### src/rtl/usb_rx_pkg.sv
// USB receive control: shared types and constants.
// State encoding, SYNC pattern and the state->rcving decode.
package usb_rx_pkg;

  typedef enum logic [2:0] {
    IDLE,
    SYNC_RCV,
    SYNC_CHK,
    DATA_RCV,
    DATA_WR,
    NOMATCH,
    EOP_WAIT,
    EIDLE
  } rx_state_t;

  localparam logic [7:0] SYNC_BYTE = 8'h80;

  // A packet is in progress everywhere except
  // the two resting states.
  function automatic logic rcv_active(
    input rx_state_t s
  );
    return !((s == IDLE) || (s == EIDLE));
  endfunction

endpackage

### src/rtl/rx_bit_counter.sv
// Destuffed-bit counter with registered byte-ready pulse.
// Ports: clk, n_rst, clear, count_en in; bit_cnt[2:0], byte_rdy out.
module rx_bit_counter (
  input  logic       clk,
  input  logic       n_rst,
  input  logic       clear,
  input  logic       count_en,
  output logic [2:0] bit_cnt,
  output logic       byte_rdy
);

  always_ff @(posedge clk or negedge n_rst) begin
    if (!n_rst) begin
      bit_cnt  <= 3'd0;
      byte_rdy <= 1'b0;
    end else begin
      // Pulse follows the shift that wraps 7->0,
      // so the shift register holds a whole byte.
      byte_rdy <= count_en && !clear &&
                  (bit_cnt == 3'd7);
      if (clear || byte_rdy) begin
        bit_cnt <= 3'd0;
      end else if (count_en) begin
        bit_cnt <= bit_cnt + 3'd1;
      end
    end
  end

endmodule

### src/rtl/usb_rx_ctrl.sv
// USB receive control FSM: SYNC check, byte writes, EOP/error.
// In: clk, n_rst, d_edge, eop, shift_en, byte_data[7:0]; out: rcving, w_enable, r_error, byte_cnt[6:0].
module usb_rx_ctrl
  import usb_rx_pkg::*;
#(
  parameter int MAX_BYTES = 67
) (
  input  logic       clk,
  input  logic       n_rst,
  input  logic       d_edge,
  input  logic       eop,
  input  logic       shift_en,
  input  logic [7:0] byte_data,
  output logic       rcving,
  output logic       w_enable,
  output logic       r_error,
  output logic [6:0] byte_cnt
);

  localparam logic [6:0] CNT_MAX = 7'(MAX_BYTES);

  rx_state_t  state;
  rx_state_t  nxt;
  logic [2:0] bit_cnt;
  logic       byte_rdy;
  logic       count_en;
  logic       sync_entry;
  logic       err_entry;
  logic       cnt_full;
  logic       wr_go;

  assign count_en   = shift_en &&
                      ((state == SYNC_RCV) ||
                       (state == DATA_RCV));
  assign sync_entry = (nxt == SYNC_RCV) &&
                      (state != SYNC_RCV);
  assign err_entry  = (nxt == NOMATCH) &&
                      (state != NOMATCH);
  assign cnt_full   = (byte_cnt == CNT_MAX);
  // A byte headed for DATA_WR is only written
  // while the packet is still within length.
  assign wr_go      = (state == DATA_RCV) &&
                      (nxt == DATA_WR) &&
                      !cnt_full;

  rx_bit_counter u_bits (
    .clk      (clk),
    .n_rst    (n_rst),
    .clear    (sync_entry),
    .count_en (count_en),
    .bit_cnt  (bit_cnt),
    .byte_rdy (byte_rdy)
  );

  always_comb begin
    nxt = state;
    unique case (state)
      IDLE: begin
        if (d_edge) nxt = SYNC_RCV;
      end
      SYNC_RCV: begin
        if (byte_rdy) nxt = SYNC_CHK;
        else if (eop) nxt = NOMATCH;
      end
      SYNC_CHK: begin
        if (byte_data == SYNC_BYTE) nxt = DATA_RCV;
        else nxt = NOMATCH;
      end
      DATA_RCV: begin
        // A completed byte wins over a same-cycle
        // EOP; EOP is seen again next DATA_RCV cycle.
        if (byte_rdy) begin
          nxt = DATA_WR;
        end else if (eop) begin
          if (bit_cnt == 3'd0) nxt = EOP_WAIT;
          else nxt = NOMATCH;
        end
      end
      DATA_WR: begin
        // No strobe here means the byte overflowed.
        if (w_enable) nxt = DATA_RCV;
        else nxt = NOMATCH;
      end
      NOMATCH: begin
        if (!eop && d_edge) nxt = EIDLE;
      end
      EOP_WAIT: begin
        if (d_edge) nxt = IDLE;
      end
      EIDLE: begin
        if (d_edge) nxt = SYNC_RCV;
      end
      default: nxt = IDLE;
    endcase
  end

  always_ff @(posedge clk or negedge n_rst) begin
    if (!n_rst) begin
      state    <= IDLE;
      rcving   <= 1'b0;
      w_enable <= 1'b0;
      r_error  <= 1'b0;
      byte_cnt <= 7'd0;
    end else begin
      state    <= nxt;
      rcving   <= rcv_active(nxt);
      w_enable <= wr_go;
      if (sync_entry) begin
        byte_cnt <= 7'd0;
      end else if (wr_go) begin
        byte_cnt <= byte_cnt + 7'd1;
      end
      if (err_entry) begin
        r_error <= 1'b1;
      end else if (sync_entry) begin
        r_error <= 1'b0;
      end
    end
  end

endmodule

### config.mk
export PLATFORM = sky130hd
export DESIGN_NAME = usb_rx_ctrl
export DESIGN_NICKNAME = d
export VERILOG_FILES = /design/src/rtl/usb_rx_pkg.sv /design/src/rtl/rx_bit_counter.sv /design/src/rtl/usb_rx_ctrl.sv
export SDC_FILE = /design/constraint.sdc
export NUM_CORES = 1
export LEC_CHECK = 0
export CORE_ASPECT_RATIO = 1.2
export CORE_MARGIN = 2
export CORE_UTILIZATION = 46
export CTS_BUF_LIST = sky130_fd_sc_hd__clkbuf_2 sky130_fd_sc_hd__clkbuf_4 sky130_fd_sc_hd__clkbuf_8
export DETAILED_ROUTE_END_ITERATION = 10
export GPL_TIMING_DRIVEN = 0
export PLACE_DENSITY = 0.85
export SYNTH_ARGS = -nofsm -noshare
export SYNTH_HDL_FRONTEND = slang
export SYNTH_SLANG_ARGS = --single-unit
### constraint.sdc
create_clock -name clk -period 2 [get_ports clk]
set_input_delay 0.5 -clock clk [delete_from_list [all_inputs] [get_ports clk]]
set_output_delay 0.5 -clock clk [all_outputs]
set_load 0.02 [all_outputs]
==> impl_metrics.json, run 1 <==
{
  "p_leak_uw": 0.000756,
  "timing.hold.ws_ps": 526,
  "status": "finished with violations",
  "wl_per_cell_um": 15.9,
  "syn_area_mm2": 0.00102,
  "hold_viol_final": 0,
  "r2r_slack_ps": -100,
  "slew_headroom": 0.498,
  "post-route-drc-count": 0,
  "std_cell_rows": 18,
  "required_ps": 2220,
  "final.period_utilization": 1.05,
  "p_int_uw": 960,
  "rsz0062_at_grt": "true",
  "grt_pass1_wl_um": 4450,
  "vias_per_cell": 5.62,
  "pwr-share-seq": 0.314,
  "post-synth-top-count-cell": "dfrtp_1",
  "first_pass_iters": 5,
  "slew_violations": 0,
  "drive_gt1_frac": 0.417,
  "violations": "negative setup slack",
  "synth-seq-cells": 17,
  "syn2layout_area_growth_pct": 59.6,
  "synth_common_cells": "17 x dfrtp_1, 8 x inv_1, 7 x nand2_1",
  "ant_nets": 0,
  "end_kind": "flip-flop",
  "min-delay-start": "r_error",
  "synth_edf_count": 0,
  "drt_wl_total_um": 2970,
  "gp_congestion": 0.801,
  "overflow": 0,
  "ys_types": 40,
  "grt_pass1_vias": 1083,
  "yosys_warnings": 0,
  "io_buffers": 22,
  "r2r_start": "state[1]",
  "preCtsSetupSlack_ps": -686,
  "cts_made_buffers": 3,
  "antenna_found_initial": 0,
  "path_clk_slew_ps": 100,
  "switching_share": 0.396,
  "crit_path_start": "eop",
  "root_buffer": "clkbuf_4",
  "p_comb_frac": 0.564,
  "diodes": 0,
  "arrival_ps": 2330,
  "synth_nets": 126,
  "grt.total_usage": 0.228,
  "hold_class": "reg -> reg",
  "drt_iter0_drc": 16,
  "die_h_um": 55.5,
  "placed_area_mm2": 0.00130,
  "synth_top_cell_by_area": "dfrtp_1",
  "synth-async-reset-ratio": 1.00,
  "final_area_mm2": 0.00163,
  "vias": 1046,
  "detailed_place_hpwl_um": 1690,
  "ys_top_cells_by_area": "dfrtp_1 42%, ha_1 4.9%, or3_1 3.1%",
  "fin_total_pwr_uw": 1590,
  "avgSynthCellArea_um2": 9.34,
  "setup_violations": 5,
  "timing.final.crit_period_ps": 2110,
  "clock.fmax_mhz": 475,
  "critPathMaxFanout": 4,
  "max-cap-violations": 0,
  "fp.dieW_um": 47.0,
  "start_util": 0.492,
  "die-area_mm2": 0.00261,
  "netlist_instances": 109,
  "nNetsFinal": 174,
  "grt_max_degree": 18,
  "ir_drop_v": 0.000689,
  "cts_buffer_depth": 2,
  "synth_top_area_frac": 0.418,
  "worst_slack_ps": -105,
  "clock-sinks": 17,
  "ys_seq_area_frac": 0.418,
  "crit_path_start_kind": "input pin",
  "clkPwrFrac": 0.121,
  "fin_skew_ps": 7.34,
  "synth_ff_type": "dfrtp_1",
  "fillCellCount": 137,
  "cts_tree": "built",
  "core-area_mm2": 0.00207,
  "htreeDepth": 1,
  "worst_pin_slew_ps": 750,
  "io_pins": 23,
  "clk_latency_ps": 280,
  "p_per_area_mw_per_mm2": 977,
  "p_switching_uw": 628,
  "crit_type": "in -> reg"
}
==> critical path, stage by stage <==
cell and delay [ps]:
clkdlybuf4s15_1 260, inv_2 70, o41ai_4 350, nand2_1 110, or3b_4 430, buf_6 140, or3_4 360, a21oi_2 110
==> per-layer routing <==
metal	track usage	vias to the layer above	wire length, um
li1	-	487	-
met5	0	-	0
met1	0.261	505	1110
met3	0.0261	8	140
met2	0.415	46	1630
met4	0.0714	0	89
==> stage by stage <==
step,TNS [ps],instances,util
global route,-776,186,0.784
floorplan,-25.8,109,-
CTS,-245,185,0.731
global placement,-6190,161,0.629
detailed placement,-6570,161,0.629
finish,-288,186,0.784
==> area by class of cell <==
class	count	area, um^2	area share
Buffer	2	18.8	0.0115
Clock buffer	4	30.0	0.0185
Inverter	12	50.0	0.0308
Multi-Input combinational cell	77	638	0.393
Sequential cell	17	434	0.267
Tap cell	30	37.5	0.0231
Timing Repair Buffer	44	417	0.256
==> state kept, by name (all words and copies together) (netlist names) <==
name,flops
r_error,1
state,3
rcving,1
w_enable,1
u_bits.bit_cnt,3
u_bits.byte_rdy,1
byte_cnt,7
==> worst paths after layout <==
kind	endpoint	depth (start not counted)
max	byte_cnt[5]	8
min	r_error	2
max reg2reg	byte_cnt[5]	8
min reg2reg	r_error	2
max in group asynchronous	byte_cnt[4]	1
min in group asynchronous	byte_cnt[2]	1
==> cells in the final DEF (no fill, tap or decap), drive strengths merged, types with 4 or more instances in the layout <==
cell type / netlist / routed
dlymetal6s2s: 0 / 8
nor2: 6 / 6
nand2: 7 / 7
buf: 3 / 24
clkdlybuf4s50: 0 / 12
nor3: 6 / 6
dfrtp: 17 / 17
o21ai: 12 / 12
a21oi: 5 / 5
clkbuf: 0 / 4
inv: 12 / 12
ha: 4 / 4
or3: 5 / 5
==> kinds of logic after synthesis <==
group                    synth area share
buffers and inverters              0.0712
XOR/XNOR                           0.0172
multiplexers                       0.0197
AO/OA/AOI/OAI                       0.206
flip-flops                          0.418
adder cells (fa/ha/maj)            0.0491
AND/OR/NAND/NOR                     0.219
==> what timing repair did <==
| action | 4_1_cts | 5_1_grt |
|---|---|---|
| endpoints found under the hold margin | 0 | 0 |
| pin swaps | 4 | 16 |
| hold buffers | 0 | 0 |
| resized for setup | 12 | 30 |
| setup endpoints to repair | 11 | 13 |
| gates cloned | 1 | 0 |
| setup buffers | 19 | 5 |
==> power by group through the flow <==
| stage | logic (uW) | clock network [uW] | registers [uW] |
|---|---|---|---|
| floorplan | 384 | 0 | 515 |
| global placement | 553 | 0 | 493 |
| detailed placement | 567 | 0 | 502 |
| CTS | 780 | 194 | 484 |
| global route | 967 | 214 | 512 |
| finish | 897 | 193 | 499 |
Power figures use the tool's default switching activity.
==> run 2, diff against run 1 <==
Settings changed: GPL_TIMING_DRIVEN 0 to not set.
==> run 2 against run 1 <==
Net effect:
- the flow still finishes with violations (negative setup slack)
- maximum frequency barely moved
- final cell count up 4.8%
- core utilization increased by 3.1 points
- register-to-register slack is essentially flat
- critical path depth grew 2
- power rose by 8.5%
- sequential power about the same
- flip-flop and latch count stayed put
- clock skew decreased by 1.9 ps
- routed wire length is 16% higher
- clock power up 4%
- non-clock buffer count increased by 8
- critical path type is now reg -> reg
- critical endpoint is now byte_cnt[3]
- largest power group unchanged
==> impl_metrics.json, run 2 (same netlist as run 1, synthesis figures left out) <==
{
  "reg_top3": "byte_cnt: 7 flops, state: 3 flops, u_bits.bit_cnt: 3 flops",
  "fp.dieW_um": 47.0,
  "core-area_mm2": 0.00207,
  "first_pass_iters": 5,
  "nNetsFinal": 183,
  "grt.total_usage": 0.273,
  "grt_pass1_vias": 1082,
  "clock-sinks": 17,
  "gp_congestion": 0.872,
  "post-route-drc-count": 0,
  "wl_per_cell_um": 17.7,
  "end_kind": "flip-flop",
  "p_per_area_mw_per_mm2": 1020,
  "violations": "negative setup slack",
  "die_h_um": 55.5,
  "vias": 1111,
  "cp.depth": 10,
  "start_util": 0.492,
  "std_cell_rows": 18,
  "crit_top_cell": "buf_4",
  "cts_tree": "built",
  "mostFrequentLayoutCells": "30 x buf_4, 12 x clkdlybuf4s50_1, 10 x dfrtp_1, 7 x dfrtp_2",
  "cp-endpoint": "byte_cnt[3]",
  "cp_top_family": "simple AND/OR/NAND/NOR gates",
  "cts-hold-fix-buffers": 0,
  "status": "finished with violations",
  "crit_path_start": "u_bits.bit_cnt[0]",
  "top_register": "byte_cnt",
  "die-area_mm2": 0.00261,
  "cp_slowest_stage_delay_ps": 420,
  "clock.fmax_mhz": 475,
  "diodes": 0,
  "antenna_found_initial": 0,
  "final_common_cell": "buf_4",
  "placed_cells": 176,
  "root_buffer": "clkbuf_4",
  "worst_pin_slew_ps": 540,
  "required_ps": 2190,
  "cts_made_buffers": 3,
  "max-cap-violations": 0,
  "ant_nets": 0,
  "timing.final.crit_period_ps": 2110,
  "fin_skew_ps": 5.42,
  "htreeDepth": 1,
  "critPathSlowestCell": "dfrtp_1",
  "reg2reg_depth": 10,
  "final.period_utilization": 1.05,
  "setup_violations": 6,
  "vias_per_cell": 5.70,
  "clk_latency_ps": 300,
  "hold_viol_final": 0,
  "syn2layout_area_growth_pct": 65.8,
  "detailed_place_hpwl_um": 2090,
  "stdcell_count": 195,
  "slew_violations": 0,
  "overflow": 0,
  "cts_buffer_depth": 2,
  "r2r_start": "u_bits.bit_cnt[0]",
  "crit_type": "reg -> reg",
  "grt_pass1_wl_um": 4970,
  "grt_max_degree": 18,
  "crit_path_start_kind": "flip-flop",
  "timing.rr.end": "byte_cnt[3]",
  "fin_total_pwr_uw": 1720,
  "path_cells": "inv_2, ha_4, inv_4, o41ai_4, nand2_1, buf_4, or3b_4, buf_4, o21ai_1, a21oi_1",
  "cp.buffers_inverters": 4,
  "drt_iter0_drc": 42,
  "critPathMaxFanout": 3,
  "largest_reg_flops": 7,
  "hold_class": "in -> async",
  "p_leak_uw": 0.000782,
  "io_pins": 23,
  "drive_gt1_frac": 0.430,
  "rsz0062_at_grt": "true",
  "worst_slack_ps": -106,
  "drt_wl_total_um": 3450,
  "r2r_slack_ps": -110,
  "ir_drop_v": 0.000925,
  "io_buffers": 22,
  "arrival_ps": 2300,
  "path_clk_slew_ps": 100,
  "slew_headroom": 0.637
}
-- run 2: cell types whose count changed in the layout (fill, tap and decap cells not counted), moves of 2 or more --
cell	before	now
buf_4	18	30
buf_6	5	2
dlygate4sd2_1	1	4
dlymetal6s2s_1	8	6
nand2_1	4	6
nand2_2	3	1
-- run 2: how the worst min path moves through the flow --
stage | start | to
2_1_floorplan | n_rst | byte_cnt[0]
3_3_place_gp | r_error | r_error
3_5_place_dp | r_error | r_error
4_1_cts | n_rst | rcving
5_1_grt | n_rst | r_error
6_report | n_rst | u_bits.bit_cnt[2]
-- run 2: through the flow --
| stage | cell area, um^2 | utilization | hold slack (ps) | setup TNS, ps | worst slack (ps) |
|---|---|---|---|---|---|
| floorplan | 1050 | - | 204 | -25.8 | -12.9 |
| global placement | 1410 | 0.681 | 519 | -5050 | -509 |
| detailed placement | 1410 | 0.681 | 535 | -6670 | -560 |
| CTS | 1580 | 0.763 | 522 | -87.3 | -24.9 |
| global route | 1690 | 0.815 | 555 | -922 | -176 |
| finish | 1690 | 0.815 | 515 | -528 | -106 |
-- run 2: what timing repair did --
item                                    in CTS  in global routing
endpoints found under the setup margin      12                 12
buffers inserted                            10                  4
pin swaps                                   11                 11
gates resized for setup                     20                 19
gates cloned                                 1                  0
-- run 2: worst reg2reg max path, cell delays in order, from the launching register on --
cell and delay, ps:
dfrtp_1 420, inv_2 90, ha_4 140, inv_4 40, o41ai_4 230, nand2_1 150
buf_4 160, or3b_4 390, buf_4 160, o21ai_1 140, a21oi_1 80
-- run 2: layout make-up --
cell class	count	area [um^2]
tap	30	37.5
inverter	12	50.0
clock buffer	4	30.0
sequential	17	434
fill	122	383
multi-input combinational	78	659
timing repair buffer	54	478
-- run 2: per-layer routing --
metal,up-vias,global-route usage,wire [um]
met5,-,0,0
met4,0,0.151,97
met3,10,0.0392,166
met2,47,0.458,1840
met1,549,0.313,1340
li1,505,-,-
-- run 2: power by group --
group | switching [uW] | internal (uW) | total (uW)
sequential | 75.0 | 422 | 497
combinational | 513 | 513 | 1030
clock | 109 | 91.3 | 200
==> patch: new RTL, config.mk and constraints of run 1 <==
Add an input register stage for `d_edge`, `eop`, `shift_en` and `byte_data`; this delays them by one clock.
--- a/src/rtl/usb_rx_ctrl.sv
+++ b/src/rtl/usb_rx_ctrl.sv
@@ -20,4 +20,16 @@
   localparam logic [6:0] CNT_MAX = 7'(MAX_BYTES);
 
+  logic d_edge_q;
+  logic eop_q;
+  logic shift_en_q;
+  logic [7:0] byte_data_q;
+
+  always_ff @(posedge clk) begin
+    d_edge_q    <= d_edge;
+    eop_q       <= eop;
+    shift_en_q  <= shift_en;
+    byte_data_q <= byte_data;
+  end
+
   rx_state_t  state;
   rx_state_t  nxt;
@@ -30,5 +42,5 @@
   logic       wr_go;
 
-  assign count_en   = shift_en &&
+  assign count_en   = shift_en_q &&
                       ((state == SYNC_RCV) ||
                        (state == DATA_RCV));
@@ -57,12 +69,12 @@
     unique case (state)
       IDLE: begin
-        if (d_edge) nxt = SYNC_RCV;
+        if (d_edge_q) nxt = SYNC_RCV;
       end
       SYNC_RCV: begin
         if (byte_rdy) nxt = SYNC_CHK;
-        else if (eop) nxt = NOMATCH;
+        else if (eop_q) nxt = NOMATCH;
       end
       SYNC_CHK: begin
-        if (byte_data == SYNC_BYTE) nxt = DATA_RCV;
+        if (byte_data_q == SYNC_BYTE) nxt = DATA_RCV;
         else nxt = NOMATCH;
       end
@@ -72,5 +84,5 @@
         if (byte_rdy) begin
           nxt = DATA_WR;
-        end else if (eop) begin
+        end else if (eop_q) begin
           if (bit_cnt == 3'd0) nxt = EOP_WAIT;
           else nxt = NOMATCH;
@@ -83,11 +95,11 @@
       end
       NOMATCH: begin
-        if (!eop && d_edge) nxt = EIDLE;
+        if (!eop_q && d_edge_q) nxt = EIDLE;
       end
       EOP_WAIT: begin
-        if (d_edge) nxt = IDLE;
+        if (d_edge_q) nxt = IDLE;
       end
       EIDLE: begin
-        if (d_edge) nxt = SYNC_RCV;
+        if (d_edge_q) nxt = SYNC_RCV;
       end
       default: nxt = IDLE;
Check against the original RTL: not equivalent (Yosys sat finds a counterexample within 4 cycles, from zero or initial values and one cycle with n_rst low).
==> patch against run 1 <==
  * Total power is 30% higher
  * Sequential cell count is 11 higher
  * Final area is 11% higher
  * Synthesized cell count is 9.2% higher
  * First-iteration DRC count is 56% higher
  * Wire length is 4.0% lower
  * Setup slack better by 0.14 ns
  * Synthesized area is 28% higher
  * Critical path type is now reg2reg
==> patch: results (changes against run 1) <==
* Status: finished, final reports clean
* Slowest stage cell on the critical path: o311ai_2
* Hold Path End: u_bits.byte_rdy
* Synth unique cells at 46 (+15%)
* First-pass GRT wire length at 4730 um (+6.4%)
* Peak supply drop at 0.000630 V (-8.5%)
* Met3 wire length at 81 um (-42%)
* Total track usage at 0.190 (-0.0381)
* Hold depth at 1 (-1)
* Reg2Reg Depth at 6 (-2)
* Skew final at 0.0109 ns (+0.00359 ns)
* RR Startpoint: state[2]
* Clk Latency, worst-skew pair at 0.34 ns (+0.06 ns)
* Synth Area in Compound Gates at 0.174 (-0.0320)
* Avg Inst Size Synth at 10.9 um2 (+17%)
* R2r setup slk at 0.03 ns (+0.13 ns)
* Final WL at 2850 um (-4.0%)
* Hold path start: shift_en_q
* Fillers at 215 (+57%)
* Synthesized Nets at 136 (+7.9%)
* GR met2 Demand/Resource at 0.311 (-0.104)
* Layout Cells excl Fill at 192 (+3.2%)
* Dpl cells at 175 (+8.7%)
* Crit path max fanout at 10 (+6)
* Drt pass-1 iters at 4 (-1)
* Biggest regs: byte_data_q: 8 flops, byte_cnt: 7 flops
* Commonest cells post-synth: 17 x dfrtp_1, 11 x dfxtp_1, 10 x inv_1
* Slew HR at 0.474 (-0.0242)
* Area share of the largest cell type after synthesis at 0.328 (-0.0901)
* Nets at 176 (+1.1%)
* Multiplexer share of the synthesized area at 0.0154 (-0.00424)
* Crit path DAT at 2.22 ns (-0.11 ns)
* R2r endpoint: byte_cnt[1]
* Clk slew on worst S/H paths at 0.15 ns (+0.05 ns)
* DR WL met2 at 1490 um (-8.2%)
* Adder-Cell Fraction of Synth Area at 0.0385 (-0.0106)
* GP Congestion at 0.878 (+9.6%)
* Vias at 1030 (-1.5%)
* Violation count after the first detailed-route iteration at 25 (+9)
* Synth area leaders: dfrtp_1 33%, dfxtp_1 17%, ha_1 3.9%
* Asr flop ratio synth at 0.607 (-0.393)
[patch: changes by cell type in the layout (fill, tap and decap cells not counted), moves of 7 or more]
cell,run 1,this run
dfxtp_1,0,11
clkdlybuf4s50_1,12,21
dfrtp_1,10,17
dlymetal6s2s_1,8,1
dfrtp_2,7,0
[patch: repair_timing]
| action | CTS | global route |
|---|---|---|
| resized for setup | 5 | 14 |
| setup endpoints to repair | 11 | 13 |
| endpoints found under the hold margin | 0 | 0 |
| buffers inserted | 8 | 5 |
| pin swaps | 4 | 5 |
[patch: power by group]
group	internal [uW]	switching [uW]	total (uW)
logic	498	493	990
registers	646	59.7	705
clock network	203	170	373
[patch: cell type report]
| type | count | area share |
|---|---|---|
| clock buffer | 3 | 0.0125 |
| inverter | 10 | 0.0209 |
| clock inverter | 1 | 0.0167 |
| buffer | 3 | 0.0237 |
| tap | 34 | 0.0237 |
| timing repair buffer | 35 | 0.178 |
| sequential | 28 | 0.359 |
| multi-input combinational | 78 | 0.365 |
[patch: per-stage QoR]
| step | worst slack, ns | area, um2 |
|---|---|---|
| global placement | -0.0838 | 1560 |
| floorplan | 0.0278 | 1300 |
| global route | -0.0410 | 1800 |
| CTS | 0.0180 | 1710 |
| finish | 0.0326 | 1800 |
| detailed placement | -0.141 | 1560 |
[patch: worst max path at each step]
stage                   to  slack [ns]         startpoint  cells after the start
6_report       byte_cnt[1]        0.03           state[2]                      6
4_1_cts        byte_cnt[5]        0.02           state[2]                      7
3_3_place_gp   byte_cnt[5]       -0.08  u_bits.bit_cnt[0]                      7
2_1_floorplan  byte_cnt[5]        0.03  u_bits.bit_cnt[0]                      7
3_5_place_dp   byte_cnt[5]       -0.14  u_bits.bit_cnt[0]                      7
5_1_grt        byte_cnt[5]       -0.04           state[2]                      7
